## src/rtl/base64_stream_encoder.sv

```systemverilog
`default_nettype none
// ============================================================================
// Module   : base64_stream_encoder
// Function : LANES-wide valid/ready Base64 encoder with padding and byte count
// Revision : 1.0 - initial release
// ============================================================================
module base64_stream_encoder #(
  parameter int LANES = 8,
  parameter int CNT_W = 32
) (
  input  logic                             clk,
  input  logic                             rst_n,
  input  logic                             s_valid,
  output logic                             s_ready,
  input  logic [24*LANES-1:0]              s_data,
  input  logic                             s_last,
  input  logic [$clog2(3*LANES+1)-1:0]     s_bytes,
  input  logic                             url_mode,
  output logic                             m_valid,
  input  logic                             m_ready,
  output logic [32*LANES-1:0]              m_data,
  output logic                             m_last,
  output logic [$clog2(4*LANES+1)-1:0]     m_chars,
  output logic [CNT_W-1:0]                 msg_bytes,
  output logic                             done,
  output logic                             err
);

  localparam int c_bytes_w = $clog2(3*LANES+1);
  localparam int c_chars_w = $clog2(4*LANES+1);
  localparam logic [c_bytes_w-1:0] c_full_bytes = c_bytes_w'(3*LANES);
  localparam logic [CNT_W-1:0]     c_full_cnt   = CNT_W'(3*LANES);

  typedef enum logic [0:0] {
    ST_IDLE   = 1'b0,
    ST_IN_MSG = 1'b1
  } state_t;

  state_t                  r_state;
  logic                    r_mode;
  logic [CNT_W-1:0]        r_count;
  logic                    r_m_valid;
  logic [32*LANES-1:0]     r_m_data;
  logic                    r_m_last;
  logic [c_chars_w-1:0]    r_m_chars;
  logic [CNT_W-1:0]        r_msg_bytes;
  logic                    r_err;

  logic                    w_accept;
  logic                    w_mode;
  logic                    w_illegal;
  logic [c_bytes_w-1:0]    w_n_eff;
  logic [32*LANES-1:0]     w_enc;
  logic [LANES-1:0]        w_used;
  logic [c_chars_w-1:0]    w_chars;
  logic [CNT_W-1:0]        w_base;
  logic [CNT_W-1:0]        w_cnt_full;
  logic [CNT_W-1:0]        w_cnt_last;

  function automatic logic [7:0] f_b64_char(input logic [5:0] idx, input logic url);
    logic [7:0] ch;
    if (idx < 6'd26)       ch = 8'h41 + {2'b00, idx};
    else if (idx < 6'd52)  ch = 8'h47 + {2'b00, idx};
    else if (idx < 6'd62)  ch = {2'b00, idx} - 8'd4;
    else if (idx == 6'd62) ch = url ? 8'h2D : 8'h2B;
    else                   ch = url ? 8'h5F : 8'h2F;
    return ch;
  endfunction

  function automatic logic [CNT_W-1:0] f_sat_add(input logic [CNT_W-1:0] a,
                                                 input logic [CNT_W-1:0] b);
    logic [CNT_W:0] sum;
    sum = {1'b0, a} + {1'b0, b};
    return sum[CNT_W] ? {CNT_W{1'b1}} : sum[CNT_W-1:0];
  endfunction

  assign s_ready   = !r_m_valid || m_ready;
  assign w_accept  = s_valid && s_ready;
  assign w_mode    = (r_state == ST_IDLE) ? url_mode : r_mode;
  assign w_illegal = s_last && ((s_bytes == '0) || (s_bytes > c_full_bytes));
  // Illegal byte counts are encoded as a full beat so the stream keeps flowing.
  assign w_n_eff   = (s_last && !w_illegal) ? s_bytes : c_full_bytes;

  for (genvar g = 0; g < LANES; g++) begin : g_lane
    localparam int c_lo = 3*g;
    logic [1:0]  w_vb;
    logic [23:0] w_grp;
    logic [23:0] w_msk;

    assign w_grp = s_data[24*g +: 24];

    always_comb begin
      if (w_n_eff >= c_bytes_w'(c_lo + 3))
        w_vb = 2'd3;
      else if (w_n_eff > c_bytes_w'(c_lo))
        w_vb = 2'(w_n_eff - c_bytes_w'(c_lo));
      else
        w_vb = 2'd0;
    end

    // Bytes past the message end are zeroed so they never leak into a char.
    assign w_msk = {(w_vb != 2'd0)  ? w_grp[23:16] : 8'h00,
                    (w_vb >= 2'd2)  ? w_grp[15:8]  : 8'h00,
                    (w_vb == 2'd3)  ? w_grp[7:0]   : 8'h00};

    assign w_enc[32*g +: 32] = (w_vb == 2'd0) ? 32'h0000_0000 :
                               {f_b64_char(w_msk[23:18], w_mode),
                                f_b64_char(w_msk[17:12], w_mode),
                                (w_vb >= 2'd2) ? f_b64_char(w_msk[11:6], w_mode) : 8'h3D,
                                (w_vb == 2'd3) ? f_b64_char(w_msk[5:0],  w_mode) : 8'h3D};

    assign w_used[g] = (w_vb != 2'd0);
  end

  always_comb begin
    w_chars = '0;
    for (int i = 0; i < LANES; i++) begin
      if (w_used[i]) w_chars = w_chars + c_chars_w'(4);
    end
  end

  assign w_base     = (r_state == ST_IDLE) ? '0 : r_count;
  assign w_cnt_full = f_sat_add(w_base, c_full_cnt);
  assign w_cnt_last = f_sat_add(w_base, CNT_W'(w_n_eff));

  always_ff @(posedge clk or negedge rst_n) begin
    if (!rst_n) begin
      r_state     <= ST_IDLE;
      r_mode      <= 1'b0;
      r_count     <= '0;
      r_m_valid   <= 1'b0;
      r_m_data    <= '0;
      r_m_last    <= 1'b0;
      r_m_chars   <= '0;
      r_msg_bytes <= '0;
      r_err       <= 1'b0;
    end else begin
      if (w_accept) begin
        r_m_valid <= 1'b1;
        r_m_data  <= w_enc;
        r_m_last  <= s_last;
        r_m_chars <= w_chars;
        if (r_state == ST_IDLE) r_mode <= url_mode;
        if (s_last) begin
          r_msg_bytes <= w_cnt_last;
          r_count     <= '0;
          r_state     <= ST_IDLE;
        end else begin
          r_count     <= w_cnt_full;
          r_state     <= ST_IN_MSG;
        end
        if (w_illegal) r_err <= 1'b1;
      end else if (m_ready) begin
        r_m_valid <= 1'b0;
      end
    end
  end

  assign m_valid   = r_m_valid;
  assign m_data    = r_m_data;
  assign m_last    = r_m_last;
  assign m_chars   = r_m_chars;
  assign msg_bytes = r_msg_bytes;
  assign err       = r_err;
  assign done      = r_m_valid && m_ready && r_m_last;

endmodule
`default_nettype wire

```

## config.mk

```make
export PLATFORM = sky130hd
export DESIGN_NAME = base64_stream_encoder
export DESIGN_NICKNAME = d
export VERILOG_FILES = /design/src/rtl/base64_stream_encoder.sv
export SDC_FILE = /design/constraint.sdc
export NUM_CORES = 1
export LEC_CHECK = 0
export BUFFER_PORTS_ARGS = -buffer_cell sky130_fd_sc_hd__buf_2
export CAP_MARGIN = 25
export CORE_UTILIZATION = 52
export CTS_CLUSTER_DIAMETER = 40
export DETAILED_ROUTE_END_ITERATION = 10
export GPL_ROUTABILITY_DRIVEN = 1
export PLACE_DENSITY = 0.85
export SLEW_MARGIN = 20
export SYNTH_ARGS = -nofsm -noshare
export SYNTH_HDL_FRONTEND = slang
export SYNTH_SLANG_ARGS = --single-unit
```

## constraint.sdc

```tcl
create_clock -name clk -period 3.76 [get_ports clk]
set_clock_uncertainty 0.05 [all_clocks]
set_input_delay 0.376 -clock clk [delete_from_list [all_inputs] [get_ports clk]]
set_output_delay 0.376 -clock clk [all_outputs]
set_load 0.05 [all_outputs]
```

; ---- After elaboration in Yosys (flattened, before gate mapping)
; Cells that the tools add are included.
[totals]
input_bits = 203
mem_count = 0
wordCells = 522
out_inout_bits = 299
register_bits = 331
latch_bits = 0
romBits = 0
ram_bits = 0
[op_classes]
n_lt_le_gt_ge = 121
reduce_logical = 29
n_eq_ne = 40
mux = 211
shift = 0
bitwise = 0
mul = 0
addsub = 112
div = 0
[ops]
columns = op, n
row1 = 2-to-1 mux 8 bit, 136
row2 = "adder 7 x 6 -> 8 bit, first input constant", 64
row3 = "< comparator 6 bit, second input constant", 64
row4 = 2-to-1 mux 32 bit, 12
row5 = 2-to-1 mux 7 bit, 33
row6 = "subtractor 6 x 3 -> 7 bit, second input constant", 32
row7 = "equality test 6 bit, second input constant", 32
row8 = "< comparator 6 x 5 -> 1 bit, second input constant", 32
row9 = "adder 6 x 3 -> 6 bit, second input constant", 7
row10 = 2-to-1 mux 6 bit, 7
row11 = adder 32 x 5 -> 33 bit, 1
row12 = "adder 32 x 5 -> 33 bit, second input constant", 1
row13 = 2-to-1 mux 2 bit, 16
row14 = nonzero test 2 bit, 9
row15 = "equality test 2 bit, second input constant", 8
row16 = "greater-or-equal comparator 2 bit, second input constant", 8
row17 = logical NOT 2 bit, 8
row18 = "greater-or-equal comparator 5 x 4 -> 1 bit, second input constant", 3
row19 = "greater-or-equal comparator 5 bit, second input constant", 3
row20 = "greater-than comparator 5 x 4 -> 1 bit, second input constant", 3
row21 = "greater-than comparator 5 bit, second input constant", 3
row22 = "subtractor 2 bit, second input constant", 4
row23 = 2-to-1 mux 3 bit, 2
row24 = "subtractor 2 x 1 -> 2 bit, second input constant", 3
row25 = 12 further kinds, 22

; ---- Longest topological paths before layout
; Gate-level depths: netlist of the first run.
[logic_depth]
depth_word = 25
ltp_mapped = 29
mapped_depth_nobuf = 25

; ---- Least setup slack after synthesis of the first run
; Ideal clock, no wire load.
[synth_timing]
path_kind = in2reg
from = input port s_bytes[3]
to = register r_m_chars[5], in the netlist m_chars[5]
setup_ps = 82
setup_slack_ps = -2349
cell_stages = 28
arrival_ps = 5977
n_path_buf = 4
required_time_ps = 3628
cell_sequence = buf_6 buf_2 a21boi_2 nand2_1 ha_1 buf_1 clkinv_1 o21a_1 nor2_1 inv_2 clkbuf_1 ha_1 nand3_1 nor2_1 or4_1 o211a_1 ha_1 nand2b_1 mux2i_1 a211oi_2 inv_1 ha_1 nand2_2 xor3_1 xnor2_2 nor4b_2 or3_1 a31oi_1
[synth_via]
elab_chain_len = 25
elab_cells_between_ends = 69
classes_between = add/sub (14) / order compare (17) / mux (25) / reduce/logical (13)
[synth_lines]
columns = item, line
row1 = start: declaration, 17  ; input logic [$clog2(3*LANES+1)-1:0] s_bytes,
row2 = greater-than comparator 5 bit / logical NOT 5 bit (equally long branches), 80  ; assign w_illegal = s_last && ((s_bytes == '0) || (s_bytes > c_full_bytes));
row3 = logical OR 1 bit, 80
row4 = logical AND 1 bit, 80
row5 = logical NOT 1 bit, 82  ; assign w_n_eff = (s_last && !w_illegal) ? s_bytes : c_full_bytes;
row6 = logical AND 1 bit, 82
row7 = 2-to-1 mux 5 bit *, 82
row8 = greater-than comparator 5 x 1 -> 1 bit, 95  ; else if (w_n_eff > c_bytes_w'(c_lo))
row9 = 2-to-1 mux 2 bit, 95
row10 = [9 not listed], --
row11 = adder 6 x 3 -> 6 bit, 118  ; if (w_used[i]) w_chars = w_chars + c_chars_w'(4);
row12 = 2-to-1 mux 6 bit, 118
row13 = adder 6 x 3 -> 6 bit, 118
row14 = 2-to-1 mux 6 bit, 118
row15 = adder 6 x 3 -> 6 bit, 118
row16 = 2-to-1 mux 6 bit, 118
row17 = adder 6 x 3 -> 6 bit, 118
row18 = 2-to-1 mux 6 bit *, 118
row19 = end signal: assignment, 142  ; r_m_chars <= w_chars;
row20 = end: declaration, 45  ; logic [c_chars_w-1:0] r_m_chars;
; Mark *: on every way between the ends. The rest lies on a longest branch, timed or not.
; A chain may end at the register's enable or synchronous reset.

; ---- Worst setup path after layout of the first run
[layout_timing]
from = input port s_bytes[4]
to = register r_m_chars[5], in the netlist m_chars[5]
; Same word-level chain as after synthesis.

==> results of run 1 <==
==> placed cells by master, fill, tap and decap left out, types with 81 or more instances in the layout <==
master | Yosys | layout
sky130_fd_sc_hd__a211oi_1 | 81 | 81
sky130_fd_sc_hd__a21oi_1 | 263 | 261
sky130_fd_sc_hd__buf_2 | 17 | 495
sky130_fd_sc_hd__buf_4 | 2 | 480
sky130_fd_sc_hd__dfrtp_1 | 329 | 328
sky130_fd_sc_hd__ha_1 | 177 | 168
sky130_fd_sc_hd__inv_1 | 204 | 201
sky130_fd_sc_hd__nand2_1 | 634 | 630
sky130_fd_sc_hd__nand3_1 | 127 | 125
sky130_fd_sc_hd__nor2_1 | 279 | 274
sky130_fd_sc_hd__nor3_1 | 114 | 109
sky130_fd_sc_hd__o21ai_0 | 267 | 263
sky130_fd_sc_hd__xnor2_1 | 92 | 90
==> routing by layer <==
| layer | GRT usage | vias to the layer above | routed length [µm] |
|---|---|---|---|
| met1 | 0.4665 | 15380 | 41870 |
| met4 | 0.1924 | 24 | 5533 |
| met5 | 0 | - | 163 |
| li1 | - | 15330 | - |
| met3 | 0.08940 | 398 | 9788 |
| met2 | 0.5900 | 1627 | 47970 |
==> sequential cells by signal (all words and copies together), names as in the netlist <==
register   cells
err            1
m_chars        4
m_data       256
m_last         1
m_valid        1
msg_bytes     32
r_count       32
r_mode         1
r_state        1
==> tightest hold or removal path, stage by stage <==
cell and delay, ns:
sky130_fd_sc_hd__buf_2 0.13, sky130_fd_sc_hd__nand3_1 0.09, sky130_fd_sc_hd__o41ai_1 0.07
==> area by class of cell <==
class                           count  area (µm²)
Clock buffer                       78        1853
Inverter                          211       812.0
Fill cell                        4363       16170
Sequential cell                   329        8234
Antenna cell                       24       60.06
Clock inverter                     53       634.4
Multi-Input combinational cell   2994       18690
Timing Repair Buffer              993        6384
Tap cell                          696       870.8
==> kinds of logic (layout without fill, tap and decap cells) <==
family / count (synthesis) / after routing / synth area share
AND/OR/NAND/NOR: 1471 / 1471 / 0.2421
buffers and inverters: 419 / 1335 / 0.05780
flip-flops: 329 / 329 / 0.2914
XOR/XNOR: 134 / 134 / 0.04300
AO/OA/AOI/OAI: 1171 / 1171 / 0.2735
adder cells (fa/ha/maj): 178 / 178 / 0.07910
other: 2 / 30 / 0.0002658
multiplexers: 34 / 34 / 0.01276
==> how the worst max path moves through the flow <==
stage | start | cells past startpoint | slack [ns] | end
floorplan | s_bytes[3] | 25 | -1.31 | m_chars[5]
global placement | s_bytes[3] | 25 | -0.87 | m_chars[5]
detailed placement | s_bytes[3] | 25 | -0.96 | m_chars[5]
CTS | s_bytes[4] | 25 | -0.17 | m_chars[5]
global route | s_bytes[4] | 25 | -0.39 | m_chars[5]
finish | s_bytes[4] | 25 | -0.24 | m_chars[5]
==> power breakdown <==
part | total (mW) | leakage (nW) | internal [mW] | switching (mW)
clock network | 6.53 | 1.19 | 4.19 | 2.34
registers | 4.48 | 4.10 | 4.09 | 0.394
logic | 6.51 | 12.6 | 2.00 | 4.50
total | 17.5 | 17.9 | 10.3 | 7.24
==> what timing repair did <==
action                                  in CTS  in global routing
pin swaps                                    3                  2
hold endpoints to repair                    93                  0
gates resized for setup                     11                  5
buffers inserted                             2                  2
endpoints found under the setup margin       3                  3
hold buffers                                 3                  0
==> stage by stage <==
stage                     hold WS, ns  power [mW]  worst slack, ns    util  cell area [µm²]
after global placement         0.3942       10.79          -0.8693  0.6487            34840
after global routing          0.02515       18.21          -0.3907  0.6985            37520
final                         0.05060       17.52          -0.2360  0.6988            37530
after floorplan               0.03041       8.658           -1.314       -            28550
after CTS                     0.01046       17.46          -0.1661  0.6967            37420
after detailed placement       0.4041       10.88          -0.9558  0.6487            34840
==> results.md, run 1 <==
- The number of max-slew violations in the final report was 0.
- The number of stages on the worst hold path is 3.
- In this design, the largest share of critical-path delay is due to simple AND/OR/NAND/NOR gates.
- The chip height is ~240 µm.
- Synthesis handed over a netlist of 3738 instances.
- The first-pass GRT wire length is 166400 µm.
- Dividing total power by cell area gives a power density of 466.8 nW/µm².
- The final-report hold violation count came to 0.
- The cell with the most instances after synthesis is sky130_fd_sc_hd__nand2_1.
- Yosys mapped a number of flops with a built-in enable equal to 0.
- The number of endpoints failing setup at the final stage is 1.
- For this configuration, the core starts out at a cell density of 0.5260.
- The run finished, with violations left.
- The number of distinct library cells after synthesis is 118.
- The number of warnings reported in the yosys synthesis log is 0.
- The all-layer global routing usage is 0.3706.
- The count of clock tree sinks is 329.
- In this run the remaining antenna-violating nets after routing total 0.
- Of the cells placed in the final design, the portion with a size suffix greater than 1 is 0.2694.
- The most used flip-flop cell after synthesis is sky130_fd_sc_hd__dfrtp_1.
- The part of the cycle the worst path needs is 1.063.
- The number of global-route vias before repair came to 31250.
- The final weighted congestion in routability-driven placement is 1.011.
- The register clock-pin slew on the reported worst setup and hold paths is around 0.05 ns.
- The total area inside the core boundary comes to 53710 µm².
- The initial antenna violation count is 33.
- In this run the static leakage power is approximately 18 nW.
- Together, buffers and inverters on the worst path number 4.
- The type of the worst setup path is in -> reg.
- For this block, the routed nets add up to 105300 µm of wire.
- The overall die area is 55270 µm².
- Setup repair after global routing could not meet its margin everywhere.
- Of the post-synthesis cell area, the dominant cell type holds 0.2914.
- The pin count of the biggest net entering global routing is 98.
- Row generation in the floorplan step produced 85 rows.
- The level count of the clock H-tree is 3.
- The depth of the worst register-to-register path is 13.
- Summed over all layers, the global routing overflow is 0.
- Of the synthesized area, sequential elements account for 0.2914.
- On the critical path, the stage with the largest delay is an instance of sky130_fd_sc_hd__or4_4.
- The final critical-path setup slack is -0.2360 ns.
- The routed length per instance is 19.58 µm.
- The required time of the critical path is 4.23 ns.
- The worst-path maximum fanout is 4.
- The end of the worst hold path is m_data[103].
- The quantity of I/O buffers inserted on ports is 499.
- The register-to-register path setup slack is 0.54 ns.
- In this run the worst hold path is classified as in -> reg.
- The critical register-to-register path endpoint is msg_bytes[26].
- In this run the most critical hold path is launched from s_data[77].
- The largest stage delay on the critical path is 0.43 ns.
- In this run the critical register-to-register path is launched from r_state.
- Timing would allow up to 0.2503 GHz.
- After the first detailed-routing iteration, the DRC count stood at 2811.
- The critical path capture point type is a flop.
- The flip-flop and latch count after synthesis is 329.
- Detailed placement ended at an HPWL of 80580 µm.
- The synthesized area divided by synthesized cell count is 7.558 µm².
- The layout-stage area growth over the synthesis result is 32.86%.
- The tree is rooted in a sky130_fd_sc_hd__clkbuf_16.
- After layout, the minimum clock period comes to between 3 and 4 ns.
- STA classifies the critical path startpoint as an input pin.
- TritonCTS created 71 clock buffers.
- The final route contains 32760 vias.
- The clock passes through at most 3 buffers.
- For the worst setup path, the data arrival time is 4.47 ns.
- The number of placed instances, taps included is 5215.
- The net total in the final layout is 4981.
- The final instance count without filler cells is ~5400.
- The checks that failed: negative setup slack.
- The transition time at the pin with the least slew margin is 0.8653 ns.
- The iteration count of the initial detailed-routing pass is 7.
- The commonest cells after synthesis are sky130_fd_sc_hd__nand2_1 (634), sky130_fd_sc_hd__dfrtp_1 (329), sky130_fd_sc_hd__nor2_1 (279), sky130_fd_sc_hd__o21ai_0 (267), sky130_fd_sc_hd__a21oi_1 (263).
- The vias per cell is a little over 6.
- The tool flagged a number of max-cap violations equal to 0.
- Summed over all failing endpoints, the final setup total negative slack is -0.2360 ns.
- In this run the count of I/O pins placed on the die edge is 502.
- The CTS tree is built.
- The insertion delay of the later-clocked pin in the worst-skew pair is just over 0.6 ns.
- For this run, design rule violations remaining after detail routing come to 0.
- By area the synthesized netlist is led by sky130_fd_sc_hd__dfrtp_1 (29%), sky130_fd_sc_hd__nand2_1 (8.4%), sky130_fd_sc_hd__ha_1 (7.8%), sky130_fd_sc_hd__o21ai_0 (4.7%), sky130_fd_sc_hd__a21oi_1 (4.7%).
- Summing every instance area after synthesis gives ~28000 µm².
- The cell seen most often among critical-path stages is sky130_fd_sc_hd__ha_4.
- The fraction of registers with async set or reset after synthesis is 1.000.
- The worst-case headroom to the max-slew limit is 0.4231.
- Summed over all instances, the cell type with the most area after synthesis is sky130_fd_sc_hd__dfrtp_1.
- The die width is 235.1 µm.
- The worst-case IR drop observed on VDD is around 0.46 mV.
(Power assumes the default switching activity.)
==> run 2: changes to the inputs <==
Settings changed: CORE_UTILIZATION 52 to 53, CTS_BUF_LIST set to sky130_fd_sc_hd__clkbuf_8, PLACE_DENSITY 0.85 to 0.86.
==> run 2 against run 1 <==
The flow still finishes with violations (negative setup slack). Critical path depth unchanged. Clock power is 30% lower. Core utilization fell by 0.058 points. Non-clock buffer count down 9. Design area shrank 2.0%. Cell count down 0.35%. Via count grew 0.22%. Hold slack worse by 0.0067 ns. Register-to-register slack got worse by 0.19 ns. First-iteration DRC count up 15%. Largest cell class unchanged. Highest routed layer unchanged.
==> results.md, run 2 (synthesized netlist as in run 1, its figures left out) <==
- The total of fill cells in the finished design is 4366 (+0.069%).
- The final instance count without filler cells was 5359 (-0.35%).
- The number of flip-flops in the largest register came to 256 (unchanged).
- The vias after detailed routing is 32830 (+0.22%).
- The fraction of layout instances using a drive strength above 1 was 0.2649 (-0.004552).
- The initial antenna violation count was 25 (-24%).
- The chip height is 232.9 µm (-0.94%).
- Clock tree synthesis selected as its root buffer the cell sky130_fd_sc_hd__clkbuf_8.
- The worst setup path is launched from an input pin.
- The maximum number of buffers from clock root to sink is 3 (unchanged).
- The utilization of the core after routing is 0.6983 (about the same).
- The largest stage delay on the critical path is 0.42 ns (about the same).
- The count of buffering cells on the critical path with inverters included is 4 (unchanged).
- The pin count of the biggest net entering global routing is 108 (+10%).
- The required time of the critical path is 4.33 ns (+0.10 ns).
- The number of placed instances, taps included is 5182 (-0.63%).
- The transition time at the pin with the least slew margin is 1.023 ns (+0.1575 ns).
- Compared with the post-synthesis result, the final layout area differs by 30.15%.
- The number of max-slew violations in the final report is 0 (unchanged).
- The starting utilization of the core area is 0.5365 (+0.01051).
- The routed length per instance is 19.57 µm (about the same).
- The total negative setup slack came to -0.09581 ns (+0.1401 ns).
- The worst-case headroom to the max-slew limit is 0.3156 (-0.1075).
- The DRC marker count from the first detailed-route iteration is 3226 (+15%).
- The top cell types in the final layout, fill and taps aside, are sky130_fd_sc_hd__nand2_1 (630), sky130_fd_sc_hd__buf_2 (495), sky130_fd_sc_hd__buf_4 (452).
- Setup repair after global routing could not meet its margin everywhere.
- The total half-perimeter wirelength after legalization and detailed placement is 80170 µm (-0.51%).
- The count of clock tree sinks is 329 (unchanged).
- The shortest clock period the worst path allows after layout is 3.856 ns (-0.1401 ns).
- The part of the cycle the worst path needs is 1.025 (-0.03727).
- The peak clock frequency supported by timing is 0.2593 GHz (+3.6%).
- The overall die area was 54230 µm² (-1.9%).
- The overall routed net length is 104900 µm (-0.41%).
- The cell seen most often among critical-path stages is sky130_fd_sc_hd__ha_4.
- The areal power density over the cells is 421.6 nW/µm² (-9.7%).
- TritonCTS built the clock tree.
- The first-pass GRT wire length was 164300 µm (-1.3%).
- The type of the worst min-delay path is in -> reg.
- The number of global-route vias before repair came to 30900 (-1.1%).
- STA classifies the critical path endpoint as a flop.
- The top-level port count is 502 (unchanged).
- The register clock-pin slew on the reported worst setup and hold paths is 0.06 ns (about the same).
- The total core area is 52660 µm² (-2.0%).
- The data arrival time at the worst-slack endpoint came to 4.42 ns (-0.05 ns).
- The post-route DRC violation count is 0 (unchanged).
- The quantity of I/O buffers inserted on ports was 499 (unchanged).
- The residual overflow from global routing is 0 (unchanged).
- The vias per cell is 6.127 (+0.57%).
- The run finished, with violations left.
- The die width is 232.9 µm (-0.94%).
- The all-layer global routing usage is 0.3778 (+0.007271).
- The number of endpoints failing setup at the final stage is 1 (unchanged).
- The minimum hold slack came to 0.04394 ns (-0.006663 ns).
- The iteration count of the initial detailed-routing pass is 8 (+1).
- The family with the most delay on the worst path is simple AND/OR/NAND/NOR gates.
- The net total in the final layout came to 4978 (-0.060%).
- The number of violations of the max-capacitance limit is 0 (unchanged).
- The final critical-path setup slack is -0.09581 ns (+0.1401 ns).
- Leaving out fill and tap cells, the most frequent cell in the layout is sky130_fd_sc_hd__nand2_1.
- The setup slack at placement is -0.9783 ns (-0.02247 ns).
- The checks that failed: negative setup slack.
- The remaining number of nets flagged by the antenna check after routing is 0 (unchanged).
- The worst IR drop on VDD is 0.4232 mV (-8.9%).
- The final-report hold violation count is 0 (unchanged).
- The number of buffers added by the clock tree synthesis step came to 77 (+8.5%).
- The static leakage power is 17.54 nW (-1.8%).
- The final weighted congestion in routability-driven placement is 0.9865 (-2.4%).
- On the critical path, the stage with the largest delay is an instance of sky130_fd_sc_hd__or4_4.
- The insertion delay of the later-clocked pin in the worst-skew pair is 0.69 ns (+0.08 ns).
- The number of standard-cell rows in the floorplan is 84 (-1.2%).
- The type of the worst setup path is in -> reg.
- The worst-path maximum fanout is 4 (unchanged).
- The level count of the clock H-tree is 3 (unchanged).
run 2: power by group:
| group | internal [mW] | switching, mW | leakage [nW] |
|---|---|---|---|
| combinational | 1.99 | 4.49 | 12.6 |
| sequential | 4.09 | 0.389 | 4.10 |
| clock | 2.61 | 1.93 | 0.878 |
run 2: worst min-delay path, cell delays in order:
cell	delay [ns]
sky130_fd_sc_hd__buf_2	0.14
sky130_fd_sc_hd__a31oi_1	0.13
sky130_fd_sc_hd__o21ai_0	0.07
run 2: routing by layer:
| metal | up-vias | global-route usage | wire length [µm] |
|---|---|---|---|
| met3 | 336 | 0.08848 | 10080 |
| met4 | 22 | 0.1783 | 4738 |
| li1 | 15340 | - | - |
| met1 | 15390 | 0.4799 | 41900 |
| met2 | 1750 | 0.6043 | 48020 |
| met5 | - | 0 | 150 |
run 2: final cells by class:
| type | instances | area (µm²) | area share |
|---|---|---|---|
| multi-input combinational | 2994 | 18730 | 0.5093 |
| antenna | 16 | 40.04 | 0.001089 |
| clock inverter | 48 | 441.7 | 0.01201 |
| tap | 688 | 860.8 | 0.02341 |
| sequential | 329 | 8234 | 0.2240 |
| inverter | 211 | 812.0 | 0.02209 |
| timing repair buffer | 984 | 6427 | 0.1748 |
| clock buffer | 89 | 1225 | 0.03332 |
run 2: repair_timing:
| action | in CTS | in global routing |
|---|---|---|
| endpoints found under the hold margin | 81 | 0 |
| endpoints found under the setup margin | 1 | 3 |
| pin swaps | 10 | 12 |
| buffers inserted | 5 | 4 |
| hold buffers | 16 | 0 |
| resized for setup | 8 | 18 |
run 2: worst paths after layout:
path                            startpoint            end  slack [ns]  depth (start not counted)
worst min-delay path            s_data[94]    m_data[125]        0.04                          3
worst max-delay path            s_bytes[3]     m_chars[5]        -0.1                         25
worst max register to register     r_state  msg_bytes[19]        0.35                         13
min in group asynchronous            rst_n     m_data[66]        0.22                          2
max in group asynchronous            rst_n    m_data[106]        2.57                          3
worst min register to register  m_data[40]     m_data[40]        0.42                          2
run 2: metrics by stage:
| step | instance area, µm² | power (mW) |
|---|---|---|
| after global routing | 36750 | 16.22 |
| after detailed placement | 34720 | 10.86 |
| final | 36770 | 15.50 |
| after global placement | 34720 | 10.77 |
| after CTS | 36620 | 15.47 |
| after floorplan | 28550 | 8.658 |
